`config.mk`:
```
export PLATFORM = sky130hd
export DESIGN_NAME = rca_wb_sequencer_flat
export DESIGN_NICKNAME = d
export VERILOG_FILES = /design/src/rtl/rca_wb_sequencer_if.sv /design/src/rtl/rca_wb_sequencer.sv /design/src/flat_wrapper.sv
export SDC_FILE = /design/constraint.sdc
export NUM_CORES = 1
export LEC_CHECK = 0
export BUFFER_PORTS_ARGS = -buffer_cell sky130_fd_sc_hd__buf_2
export CORE_ASPECT_RATIO = 1.4
export CORE_MARGIN = 1.5
export CORE_UTILIZATION = 42
export DETAILED_ROUTE_END_ITERATION = 10
export PLACE_DENSITY = 0.78
export REMOVE_ABC_BUFFERS = 1
export SYNTH_ARGS = -nofsm -noshare
export SYNTH_HDL_FRONTEND = slang
export SYNTH_SLANG_ARGS = --single-unit
```
`constraint.sdc`:
```
create_clock -name clk -period 2.2 [get_ports clk]
set_clock_uncertainty 0.05 [all_clocks]
set_input_delay 0.44 -clock clk [delete_from_list [all_inputs] [get_ports clk]]
set_output_delay 0.44 -clock clk [all_outputs]
set_load 0.005 [all_outputs]
```
`src/rtl/rca_wb_sequencer_if.sv`:
```
`default_nettype none
// ---------------------------------------------------------------------------
// rca_wb_sequencer_if : control, grid IO-unit and writeback signals of the
//                       PR-grid writeback sequencer.      Rev 1.0
// ---------------------------------------------------------------------------
interface rca_wb_sequencer_if #(
  parameter int XLEN         = 32,
  parameter int NUM_IO_UNITS = 4
);
  logic                                 start;
  logic                                 abort;
  logic [NUM_IO_UNITS-1:0]              wb_unit_mask;
  logic [NUM_IO_UNITS-1:0][4:0]         wb_rd_addrs;
  logic [NUM_IO_UNITS-1:0][XLEN-1:0]    io_unit_data_out;
  logic [NUM_IO_UNITS-1:0]              io_unit_data_valid_out;
  logic [NUM_IO_UNITS-1:0]              io_fifo_pop;
  logic                                 io_units_rst;
  logic                                 wb_valid;
  logic [4:0]                           wb_rd;
  logic [XLEN-1:0]                      wb_data;
  logic                                 wb_ready;
  logic                                 busy;
  logic                                 done;
  logic                                 timeout_err;

  modport master (
    input  start, abort, wb_unit_mask, wb_rd_addrs,
    input  io_unit_data_out, io_unit_data_valid_out, wb_ready,
    output io_fifo_pop, io_units_rst, wb_valid, wb_rd, wb_data,
    output busy, done, timeout_err
  );

  modport slave (
    output start, abort, wb_unit_mask, wb_rd_addrs,
    output io_unit_data_out, io_unit_data_valid_out, wb_ready,
    input  io_fifo_pop, io_units_rst, wb_valid, wb_rd, wb_data,
    input  busy, done, timeout_err
  );
endinterface
`default_nettype wire

```
`src/rtl/rca_wb_sequencer.sv`:
```
`default_nettype none
// ---------------------------------------------------------------------------
// rca_wb_sequencer : drains one result per selected grid IO unit and writes
//                    them back in ascending unit order.    Rev 1.0
// ---------------------------------------------------------------------------
module rca_wb_sequencer #(
  parameter int XLEN           = 32,
  parameter int NUM_IO_UNITS   = 4,
  parameter int TIMEOUT_CYCLES = 256
) (
  input  logic               clk,
  input  logic               rst,
  rca_wb_sequencer_if.master bus
);

  localparam int SEL_W = (NUM_IO_UNITS > 1) ? $clog2(NUM_IO_UNITS) : 1;
  localparam int CNT_W = $clog2(TIMEOUT_CYCLES + 1);
  localparam logic [CNT_W-1:0] CNT_LAST = CNT_W'(TIMEOUT_CYCLES - 1);

  typedef enum logic [2:0] {
    S_IDLE    = 3'd0,
    S_COLLECT = 3'd1,
    S_WB      = 3'd2,
    S_DONE    = 3'd3,
    S_FLUSH   = 3'd4
  } state_t;

  state_t                       state_q, state_d;
  logic [NUM_IO_UNITS-1:0]      pending_q, pending_d;
  logic [NUM_IO_UNITS-1:0][4:0] rd_q, rd_d;
  logic [SEL_W-1:0]             sel_q, sel_d;
  logic [XLEN-1:0]              data_q, data_d;
  logic [CNT_W-1:0]             cnt_q, cnt_d;
  logic                         err_q, err_d;

  logic [NUM_IO_UNITS-1:0]      fifo_pop;
  logic                         units_rst;
  logic                         wb_valid;
  logic [4:0]                   wb_rd;
  logic [XLEN-1:0]              wb_data;
  logic                         busy;
  logic                         done;
  logic                         timeout_err;
  logic                         sel_valid;
  logic [XLEN-1:0]              sel_data;

  function automatic logic [SEL_W-1:0] lowest_set(input logic [NUM_IO_UNITS-1:0] m);
    lowest_set = '0;
    for (int i = NUM_IO_UNITS - 1; i >= 0; i--) begin
      if (m[i]) lowest_set = SEL_W'(i);
    end
  endfunction

  assign sel_valid = bus.io_unit_data_valid_out[sel_q];
  assign sel_data  = bus.io_unit_data_out[sel_q];

  always_comb begin
    state_d     = state_q;
    pending_d   = pending_q;
    rd_d        = rd_q;
    data_d      = data_q;
    cnt_d       = cnt_q;
    err_d       = err_q;
    fifo_pop    = '0;
    units_rst   = 1'b0;
    wb_valid    = 1'b0;
    wb_rd       = '0;
    wb_data     = '0;
    done        = 1'b0;
    timeout_err = 1'b0;
    busy        = (state_q != S_IDLE);

    case (state_q)
      S_IDLE: begin
        err_d = 1'b0;
        // abort wins over start here; the start is simply dropped
        if (bus.start && !bus.abort) begin
          pending_d = bus.wb_unit_mask;
          rd_d      = bus.wb_rd_addrs;
          cnt_d     = '0;
          state_d   = (bus.wb_unit_mask == '0) ? S_DONE : S_COLLECT;
        end
      end

      S_COLLECT: begin
        fifo_pop[sel_q] = sel_valid;
        if (sel_valid) data_d = sel_data;
        if (bus.abort) begin
          err_d   = 1'b0;
          state_d = S_FLUSH;
        end else if (sel_valid) begin
          state_d = S_WB;
        end else if (cnt_q == CNT_LAST) begin
          err_d   = 1'b1;
          state_d = S_FLUSH;
        end else begin
          cnt_d = cnt_q + 1'b1;
        end
      end

      S_WB: begin
        wb_valid = 1'b1;
        wb_rd    = rd_q[sel_q];
        wb_data  = data_q;
        if (bus.wb_ready) pending_d[sel_q] = 1'b0;
        // a handshake coinciding with abort is consumed, but the run still flushes
        if (bus.abort) begin
          err_d   = 1'b0;
          state_d = S_FLUSH;
        end else if (bus.wb_ready) begin
          cnt_d   = '0;
          state_d = (pending_d == '0) ? S_DONE : S_COLLECT;
        end
      end

      S_DONE: begin
        done      = 1'b1;
        units_rst = 1'b1;
        state_d   = S_IDLE;
      end

      S_FLUSH: begin
        units_rst   = 1'b1;
        timeout_err = err_q;
        err_d       = 1'b0;
        state_d     = S_IDLE;
      end

      default: state_d = S_IDLE;
    endcase

    sel_d = lowest_set(pending_d);
  end

  always_ff @(posedge clk or negedge rst) begin
    if (!rst) begin
      state_q   <= S_IDLE;
      pending_q <= '0;
      rd_q      <= '0;
      sel_q     <= '0;
      data_q    <= '0;
      cnt_q     <= '0;
      err_q     <= 1'b0;
    end else begin
      state_q   <= state_d;
      pending_q <= pending_d;
      rd_q      <= rd_d;
      sel_q     <= sel_d;
      data_q    <= data_d;
      cnt_q     <= cnt_d;
      err_q     <= err_d;
    end
  end

  assign bus.io_fifo_pop  = fifo_pop;
  assign bus.io_units_rst = units_rst;
  assign bus.wb_valid     = wb_valid;
  assign bus.wb_rd        = wb_rd;
  assign bus.wb_data      = wb_data;
  assign bus.busy         = busy;
  assign bus.done         = done;
  assign bus.timeout_err  = timeout_err;

endmodule
`default_nettype wire

```
`src/flat_wrapper.sv`:
```
// flat-port wrapper written by rule: the top's interface ports become plain ports
module rca_wb_sequencer_flat 
#(
  parameter int XLEN           = 32,
  parameter int NUM_IO_UNITS   = 4,
  parameter int TIMEOUT_CYCLES = 256
)
  (clk, rst, bus_start, bus_abort, bus_wb_unit_mask, bus_wb_rd_addrs, bus_io_unit_data_out, bus_io_unit_data_valid_out, bus_wb_ready, bus_io_fifo_pop, bus_io_units_rst, bus_wb_valid, bus_wb_rd, bus_wb_data, bus_busy, bus_done, bus_timeout_err);
  rca_wb_sequencer_if #(.XLEN(XLEN), .NUM_IO_UNITS(NUM_IO_UNITS)) bus_i ();
  input  logic clk;
  input  logic rst;
  input wire logic [$bits(bus_i.start)-1:0] bus_start;
  input wire logic [$bits(bus_i.abort)-1:0] bus_abort;
  input wire logic [$bits(bus_i.wb_unit_mask)-1:0] bus_wb_unit_mask;
  input wire logic [$bits(bus_i.wb_rd_addrs)-1:0] bus_wb_rd_addrs;
  input wire logic [$bits(bus_i.io_unit_data_out)-1:0] bus_io_unit_data_out;
  input wire logic [$bits(bus_i.io_unit_data_valid_out)-1:0] bus_io_unit_data_valid_out;
  input wire logic [$bits(bus_i.wb_ready)-1:0] bus_wb_ready;
  output wire logic [$bits(bus_i.io_fifo_pop)-1:0] bus_io_fifo_pop;
  output wire logic [$bits(bus_i.io_units_rst)-1:0] bus_io_units_rst;
  output wire logic [$bits(bus_i.wb_valid)-1:0] bus_wb_valid;
  output wire logic [$bits(bus_i.wb_rd)-1:0] bus_wb_rd;
  output wire logic [$bits(bus_i.wb_data)-1:0] bus_wb_data;
  output wire logic [$bits(bus_i.busy)-1:0] bus_busy;
  output wire logic [$bits(bus_i.done)-1:0] bus_done;
  output wire logic [$bits(bus_i.timeout_err)-1:0] bus_timeout_err;
  assign bus_i.start = bus_start;
  assign bus_i.abort = bus_abort;
  assign bus_i.wb_unit_mask = bus_wb_unit_mask;
  assign bus_i.wb_rd_addrs = bus_wb_rd_addrs;
  assign bus_i.io_unit_data_out = bus_io_unit_data_out;
  assign bus_i.io_unit_data_valid_out = bus_io_unit_data_valid_out;
  assign bus_i.wb_ready = bus_wb_ready;
  assign bus_io_fifo_pop = bus_i.io_fifo_pop;
  assign bus_io_units_rst = bus_i.io_units_rst;
  assign bus_wb_valid = bus_i.wb_valid;
  assign bus_wb_rd = bus_i.wb_rd;
  assign bus_wb_data = bus_i.wb_data;
  assign bus_busy = bus_i.busy;
  assign bus_done = bus_i.done;
  assign bus_timeout_err = bus_i.timeout_err;
  rca_wb_sequencer #(.XLEN(XLEN), .NUM_IO_UNITS(NUM_IO_UNITS), .TIMEOUT_CYCLES(TIMEOUT_CYCLES)) u_core (.clk(clk), .rst(rst), .bus(bus_i));
endmodule
```
==> results.cfg, run 1 <==
[power_and_ir_drop]
p_leak_nw = 2.88
pwr_density_cell_nw_per_um2 = 1170
vdd_ir_drop_max_v = 0.000683

[grt]
overflow = 0
grt_pass1_wl_mm = 16.6
grt_pass1_vias = 3629
grt_max_degree = 40
grtUsageTotal_pct = 20.6
antenna_found_initial = 0

[yosys]
synth_cell_types = 40
ys_warn_count = 0
syn_area_um2 = 4170
yosysSeqAreaShare_pct = 42.6
syn_avg_cell_area_um2 = 12.8
synth-seq-cells = 71
syn_inst = 326

[timing]
fmax_mhz = 455
maxSlewViolCount = 0
final_hold_viol_count = 0
fin_crit_ns = 2.20
worstMarginPinSlew_ns = 0.453
setup_viol = 0
grt_setup_unrepaired = yes
fin_crit_sh_pct = 99.9
fin_tns_setup_ns = 0
slew_headroom_pct = 69.8

[place]
gp_congestion = 0.883
numPortBuffers = 206
hpwl_mm = 8.66
postPlaceCellArea_um2 = 5460
post-place-cells = 659

[clock_tree]
cts_sinks = 71
clk_pin_slew_ns = 0.06
ctsHoldBuffers = 0
cts_max_path_buffers = 2
clock-root-buffer = clkbuf_16
cts_buffers = 9
clk_latency_ns = 0.33
htree_levels = 3
cts_tree = done

[routing]
first_iter_violations = 100
firstDrtPassIters = 4
wirelength_mm = 11.2
vias = 3567
wl_per_cell_um = 16.5
vias_per_cell = 5.24
drc_errors = 0
ant_nets = 0

[setup_path]
cp_max_fo = 5
r2r_cells = 9
worstReg2RegEnd = u_core.cnt_q[1]$_DFFE_PN0P_
r2r_start = u_core.cnt_q[1]$_DFFE_PN0P_
worstSetupPathType = flop to flop
worstPathRequired_ns = 2.37
startpoint_type = flop
setup.reg_to_reg.worst_slack_ns = 0.002
cp.arrival_ns = 2.37
end_kind = flop

[cells_and_area]
final_design_area_no_fill_um2 = 5970
num-fill-cells = 773
drive_above_1_share_pct = 65.4
fin_cells = 681
area_growth_pct = 43.1
n_antenna_cell = 0
nets = 707

[floorplanning]
boundaryPins = 207
core_um2 = 9560
num_rows = 42
die_h_um = 121
die-area_um2 = 10500
die_x_um = 87.2
initial_core_util_pct = 43.6

[outcome]
status = complete, no violations

[hold_path]
hold_path_class = input port to asynchronous set/reset pin

[job]
cap_violations = 0
power breakdown:
group | leakage, nW | internal [mW] | switching, mW
logic | 1.86 | 1.84 | 1.37
registers | 0.865 | 1.90 | 0.287
clock network | 0.158 | 1.05 | 0.534
synthesized netlist by cell type (all sizes together):
cell,count,area share (%)
dfrtp,71,43
mux2,52,14
and2,40,6.0
mux4,38,21
nand2,15,1.3
nor2,14,1.3
buf,13,1.6
clkbuf,11,0.99
inv,9,0.81
a21oi,8,0.96
and3,8,1.2
nand3,6,0.72
xor2,6,1.3
o21ai,4,0.48
nor3,3,0.48
a211oi,2,0.36
a221o,2,0.48
a31oi,2,0.30
ha,2,0.60
nor2b,2,0.30
nor3b,2,0.48
o31ai,2,0.48
a21o,1,0.18
a221oi,1,0.21
a32o,1,0.24
mux2i,1,0.24
nand3b,1,0.18
nand4,1,0.15
nor4,1,0.15
nor4b,1,0.21
nor4bb,1,0.24
o221ai,1,0.21
o311ai,1,0.21
o32ai,1,0.21
or2,1,0.15
or3b,1,0.21
worst max path at each step:
stage,start,end,depth (start not counted)
6_report,u_core.cnt_q[1]$_DFFE_PN0P_,u_core.cnt_q[1]$_DFFE_PN0P_,9
5_1_grt,u_core.cnt_q[1]$_DFFE_PN0P_,u_core.cnt_q[1]$_DFFE_PN0P_,9
4_1_cts,u_core.state_q[2]$_DFFE_PN0P_,bus_io_fifo_pop[2],5
3_5_place_dp,u_core.cnt_q[0]$_DFFE_PN0P_,u_core.cnt_q[1]$_DFFE_PN0P_,8
3_3_place_gp,u_core.cnt_q[0]$_DFFE_PN0P_,u_core.cnt_q[1]$_DFFE_PN0P_,8
2_1_floorplan,u_core.sel_q[0]$_DFF_PN0_,bus_io_fifo_pop[2],3
cells in the final DEF (no fill, tap or decap), drive strengths merged, types with 2 or more instances in the layout:
master    netlist  layout
a211oi          2       2
a21oi           8       8
a221o           2       2
a31oi           2       2
and2           40      40
and3            8       8
buf            13     230
bufinv          0       2
clkbuf         11      12
clkinvlp        0       2
dfrtp          71      71
ha              2       2
inv             9       9
mux2           52      52
mux4           38      38
nand2          15      15
nand3           6       6
nor2           14      14
nor2b           2       2
nor3            3       3
nor3b           2       2
o21ai           4       4
o31ai           2       2
xor2            6       6
through the flow:
step / utilization [%] / hold WS, ns / power [mW] / setup slack [ns]
after floorplan: - / 0.0944 / 4.25 / -1.65
after global placement: 57.1 / 0.365 / 5.06 / -0.0330
after detailed placement: 57.1 / 0.369 / 5.22 / -0.114
after CTS: 61.2 / 0.0197 / 6.93 / 0.00241
after global routing: 62.4 / 0.0465 / 7.42 / -0.0510
final: 62.4 / 0.00498 / 6.98 / 0.00228
per-layer routing:
| layer | GRT usage [%] | part of all wire, % |
|---|---|---|
| met5 | 0 | 0 |
| met3 | 3.54 | 5.9 |
| met2 | 38.7 | 55 |
| met1 | 21.7 | 37 |
| met4 | 10.0 | 2.0 |
cell families (layout without fill, tap and decap cells):
logic type / count (synthesis) / in the layout / share of synthesized area [%]
AND/OR/NAND/NOR: 97 / 97 / 13.1
multiplexers: 91 / 91 / 34.8
flip-flops: 71 / 71 / 42.6
buffers and inverters: 33 / 256 / 3.36
AO/OA/AOI/OAI: 26 / 26 / 4.32
XOR/XNOR: 6 / 6 / 1.26
adder cells (fa/ha/maj): 2 / 2 / 0.600
worst max-delay path, stage by stage, from the launching register on:
cell     delay, ns
dfrtp_1       0.39
ha_2          0.20
and3_4        0.18
and3_4        0.18
and3_4        0.18
ha_4          0.18
o31ai_4       0.27
buf_4         0.17
nand2_4       0.06
a32o_1        0.22
cell type report:
cell class | instances | area [um^2] | area share [%]
Clock buffer | 11 | 253 | 4.23
Timing Repair Buffer | 231 | 1300 | 21.7
Multi-Input combinational cell | 222 | 2360 | 39.5
Clock inverter | 5 | 80.1 | 1.34
Tap cell | 132 | 165 | 2.77
Sequential cell | 71 | 1780 | 29.8
Inverter | 9 | 38.8 | 0.650
registers in the layout, indices dropped and copies added (netlist names):
register,cells
u_core.data_q,32
u_core.rd_q,20
u_core.cnt_q,9
u_core.pending_q,4
u_core.state_q,3
u_core.sel_q,2
u_core.err_q,1
repair_timing:
item,4_1_cts,5_1_grt
setup buffers,2,3
gates cloned,0,1
pin swaps,4,10
gates resized for setup,11,16
endpoints found under the setup margin,49,46
(Power assumes the default switching activity.)
==> run 2: changes to the inputs <==
- clock period: 2.2 -> 1.83 ns (I/O delays scaled with it)
==> results.cfg, run 2 (synthesis gave the netlist of run 1 again) <==
[cells_and_area]
nets = 738
regMostFlops = u_core.data_q
post-route-util_pct = 71.7
largest_register_ffs = 32
n_antenna_cell = 0
num-fill-cells = 649
final_cell_mix = 174 x buf_2, 69 x dfrtp_1, 41 x buf_6, 38 x mux4_2, 31 x mux2_4
top_regs = u_core.data_q: 32 flops, u_core.rd_q: 20 flops, u_core.cnt_q: 9 flops
layout_commonest_cell = buf_2
final_design_area_no_fill_um2 = 6860
area_growth_pct = 64.5
drive_above_1_share_pct = 74.7

[outcome]
violations = setup timing
status = finished with violations

[timing]
final_hold_viol_count = 0
fin_ws_ns = -0.368
grt_setup_unrepaired = yes
fin_crit_sh_pct = 120
worstMarginPinSlew_ns = 0.477
slew_headroom_pct = 68.1
fmax_mhz = 455
fin_crit_ns = 2.20
setup_viol = 80
fin_tns_setup_ns = -16.29
maxSlewViolCount = 0

[place]
postPlaceCellArea_um2 = 5600
numPortBuffers = 206
hpwl_mm = 8.85
gp_congestion = 0.842

[power_and_ir_drop]
pwr_density_cell_nw_per_um2 = 1430
combPwrFrac_pct = 55.0
total_power_mw = 9.81
vdd_ir_drop_max_v = 0.000833
pwr-share-clk_pct = 17.4
intPower_mw = 6.65
p_leak_nw = 3.33
p_switching_mw = 3.16
swShare_pct = 32.2
power_frac_seq_pct = 27.7

[clock_tree]
cts_tree = done
clk_latency_ns = 0.33
cts_max_path_buffers = 2
cts_buffers = 9
clock-root-buffer = clkbuf_16
cts_sinks = 71
htree_levels = 3
clk_pin_slew_ns = 0.06

[hold_path]
hold_path_class = input port to flop

[routing]
ant_nets = 0
vias = 3873
vias_per_cell = 5.44
wl_per_cell_um = 19.5
wirelength_mm = 13.9
first_iter_violations = 184
drc_errors = 0
firstDrtPassIters = 4

[grt]
grt_pass1_vias = 4006
overflow = 0
grt_pass1_wl_mm = 19.3
grt_max_degree = 45
grtUsageTotal_pct = 24.3
antenna_found_initial = 0

[setup_path]
worstSetupPathType = flop to flop
worstPathRequired_ns = 1.99
cp_max_fo = 5
cp.arrival_ns = 2.36
startpoint_type = flop
end_kind = flop

[floorplanning]
initial_core_util_pct = 43.6
num_rows = 42
die_h_um = 121
boundaryPins = 207
die-area_um2 = 10500
core_um2 = 9560
die_x_um = 87.2

[job]
cap_violations = 0
==> run 2: cell count changes in the layout (fill, tap and decap cells not counted), moves of 7 or more <==
| cell | before | now |
|---|---|---|
| buf_6 | 0 | 41 |
| buf_2 | 205 | 174 |
| mux2_2 | 52 | 21 |
| mux2_4 | 0 | 31 |
| and2_1 | 35 | 8 |
| and2_4 | 4 | 30 |
| buf_12 | 4 | 11 |
==> run 2: worst max-delay path, cell delays in order (launching register included) <==
cell and delay, ns:
dfrtp_1 0.39, ha_2 0.20, and3_4 0.15, and3_4 0.18
and3_4 0.18, ha_4 0.18, nor3_4 0.34, nand4_1 0.17
xor2_1 0.18, nor2_1 0.05
==> run 2: area by class of cell <==
cell class / instances / area (um^2) / area share (%)
clock inverter: 4 / 45.0 / 0.657
timing repair buffer: 262 / 1950 / 28.4
tap: 132 / 165 / 2.41
inverter: 9 / 46.3 / 0.675
clock buffer: 12 / 246 / 3.59
sequential: 71 / 1780 / 25.9
multi-input combinational: 222 / 2630 / 38.4
==> run 2: per-stage QoR <==
stage / instances / setup slack (ns) / hold slack [ns]
CTS: 707 / -0.294 / 0.208
global placement: 674 / -0.411 / 0.302
detailed placement: 674 / -0.522 / 0.306
global route: 712 / -0.401 / 0.217
finish: 712 / -0.368 / 0.219
floorplan: 302 / -1.98 / 0.0204
==> run 2: routing by layer <==
layer  track usage [%]  part of all wire (%)  up-vias
li1                  -                     -     1709
met4              10.1                   2.9        0
met2              46.0                    56      177
met1              25.5                    35     1955
met3              5.03                   6.1       32
met5                 0                     0        -
==> run 2: path summary, 6_finish.rpt <==
path | from | endpoint | slack, ns | depth (start not counted)
max in group asynchronous | rst | u_core.data_q[2]$_DFFE_PN0N_ | 0.71 | 3
worst min-delay path | bus_wb_rd_addrs[13] | u_core.rd_q[13]$_DFFE_PN0P_ | 0.22 | 2
worst max-delay path | u_core.cnt_q[1]$_DFFE_PN0P_ | u_core.cnt_q[7]$_DFFE_PN0P_ | -0.37 | 9
worst min register to register | u_core.rd_q[7]$_DFFE_PN0P_ | u_core.rd_q[7]$_DFFE_PN0P_ | 0.45 | 1
min in group asynchronous | rst | u_core.err_q$_DFFE_PN0P_ | 0.49 | 2
worst max register to register | u_core.cnt_q[1]$_DFFE_PN0P_ | u_core.cnt_q[7]$_DFFE_PN0P_ | -0.37 | 9
==> run 2: power groups by stage <==
stage	Combinational (mW)	Sequential, mW	Clock [mW]
finish	5.39	2.71	1.71
global route	5.72	2.79	1.82
CTS	4.74	2.64	1.75
detailed placement	3.85	2.65	0
global placement	3.69	2.59	0
floorplan	2.28	2.82	0
==> run 2: repair_timing <==
| item | CTS | global route |
|---|---|---|
| endpoints found under the setup margin | 70 | 112 |
| gates resized for setup | 65 | 114 |
| setup buffers | 13 | 8 |
| endpoints found under the hold margin | 33 | 0 |
| cloned | 4 | 3 |
| pin swaps | 30 | 34 |
| hold buffers | 1 | 0 |
==> run 3: changes to the inputs <==
- CORE_UTILIZATION: 42 -> 50
- PLACE_DENSITY: 0.78 -> 0.87
- clock period: 1.83 -> 2.7 ns (I/O delays scaled with it)
==> results.cfg, run 3 (synthesis gave the netlist of run 1 again) <==
[routing]
vias = 3541
firstDrtPassIters = 4
vias_per_cell = 5.56
wirelength_mm = 11.0
ant_nets = 0
drc_errors = 0
wl_per_cell_um = 17.3
first_iter_violations = 174

[cells_and_area]
num-fill-cells = 595
largest_register_ffs = 32
post-route-util_pct = 69.6
fin_cells = 637
drive_above_1_share_pct = 60.9
final_cell_mix = 206 x buf_2, 69 x dfrtp_1, 52 x mux2_2, 39 x and2_1, 38 x mux4_2
regMostFlops = u_core.data_q
final_design_area_no_fill_um2 = 5670
top_regs = u_core.data_q: 32 flops, u_core.rd_q: 20 flops, u_core.cnt_q: 9 flops
nets = 693
layout_commonest_cell = buf_2
n_antenna_cell = 0
area_growth_pct = 36.0

[grt]
grt_pass1_vias = 3640
antenna_found_initial = 0
grt_pass1_wl_mm = 16.8
grtUsageTotal_pct = 25.0
grt_max_degree = 47
overflow = 0

[power_and_ir_drop]
pwr_density_cell_nw_per_um2 = 959
total_power_mw = 5.44
vdd_ir_drop_max_v = 0.000613
p_leak_nw = 2.79

[setup_path]
worstPathRequired_ns = 2.11
cp.arrival_ns = 1.97
startpoint_type = flop
end_kind = output port
worstSetupPathType = flop to output port
cp_max_fo = 24

[place]
numPortBuffers = 206
gp_congestion = 0.892
postPlaceCellArea_um2 = 5350
hpwl_mm = 8.38
post-place-cells = 621

[timing]
fin_hold_ws_ns = 0.176
final_hold_viol_count = 0
fin_crit_ns = 2.56
fmax_mhz = 390
fin_crit_sh_pct = 95.0
worstMarginPinSlew_ns = 0.628
setup_viol = 0
grt_setup_unrepaired = no
slew_headroom_pct = 58.1
maxSlewViolCount = 0

[clock_tree]
cts_max_path_buffers = 2
ctsHoldBuffers = 0
cts_buffers = 9
cts_tree = done
clock-root-buffer = clkbuf_16
cts_setup_buffers = 0
cts_sinks = 71
clk_latency_ns = 0.32
clk_pin_slew_ns = 0.06
htree_levels = 3
cts_resized = 0

[floorplanning]
die_h_um = 111
core_um2 = 8150
die_x_um = 80.2
num_rows = 39
initial_core_util_pct = 51.2
die-area_um2 = 8910
boundaryPins = 207

[outcome]
status = complete, no violations

[hold_path]
hold_path_class = input port to asynchronous set/reset pin

[job]
cap_violations = 0
## run 3: cell types whose count changed in the layout (fill, tap and decap cells not counted), sizes merged
| cell | previous run | this run |
|---|---|---|
| clkbuf | 14 | 13 |
| inv | 8 | 9 |
| bufinv | 1 | 2 |
| dlygate4sd3 | 1 | 0 |
| buf | 259 | 217 |
| clkinv | 4 | 1 |
## run 3: layout make-up
| type | count | area (um^2) | share of cell area (%) |
|---|---|---|---|
| clock inverters | 3 | 65.1 | 1.15 |
| inverters | 9 | 33.8 | 0.596 |
| clock buffers | 13 | 260 | 4.59 |
| repair buffers | 217 | 1150 | 20.3 |
| multi-input cells | 222 | 2250 | 39.8 |
| flip-flops and latches | 71 | 1780 | 31.4 |
| well taps | 102 | 128 | 2.25 |
## run 3: per-layer routing
metal	vias to the layer above	global-route usage, %	wire length [um]
met5	-	0	0
met4	0	12.2	334
met3	25	3.21	743
met2	173	45.0	5940
met1	1729	28.3	4030
li1	1614	-	-
## run 3: power breakdown
group          leakage (nW)  switching [mW]  internal, mW
combinational          1.77            1.00          1.34
clock                 0.160           0.414         0.858
sequential            0.865           0.281          1.55
total                  2.79            1.70          3.74
## run 3: worst max-delay path: stages, from the launching register on
cell,delay [ns]
dfrtp_1,0.52
or3b_1,0.47
inv_1,0.10
buf_4,0.24
and2_1,0.19
buf_2,0.12
## run 3: path summary, 6_finish.rpt
check / slack [ns] / to / cells past startpoint / from
worst min-delay path: 0.18 / u_core.pending_q[3]$_DFF_PN0_ / 1 / rst
max in group asynchronous: 1.73 / u_core.sel_q[0]$_DFF_PN0_ / 2 / rst
worst max-delay path: 0.14 / bus_wb_data[29] / 5 / u_core.state_q[1]$_DFFE_PN0P_
worst min register to register: 0.44 / u_core.data_q[4]$_DFFE_PN0N_ / 1 / u_core.data_q[4]$_DFFE_PN0N_
worst max register to register: 0.30 / u_core.state_q[1]$_DFFE_PN0P_ / 9 / u_core.cnt_q[0]$_DFFE_PN0P_
min in group clk: 0.40 / u_core.rd_q[10]$_DFFE_PN0P_ / 2 / bus_wb_rd_addrs[10]
## run 3: metrics by stage
step | setup WS [ns] | setup TNS, ns
after floorplan | -1.25 | -47.11
after global placement | 0.305 | 0
after detailed placement | 0.287 | 0
after CTS | 0.153 | 0
after global routing | 0.0565 | 0
final | 0.135 | 0
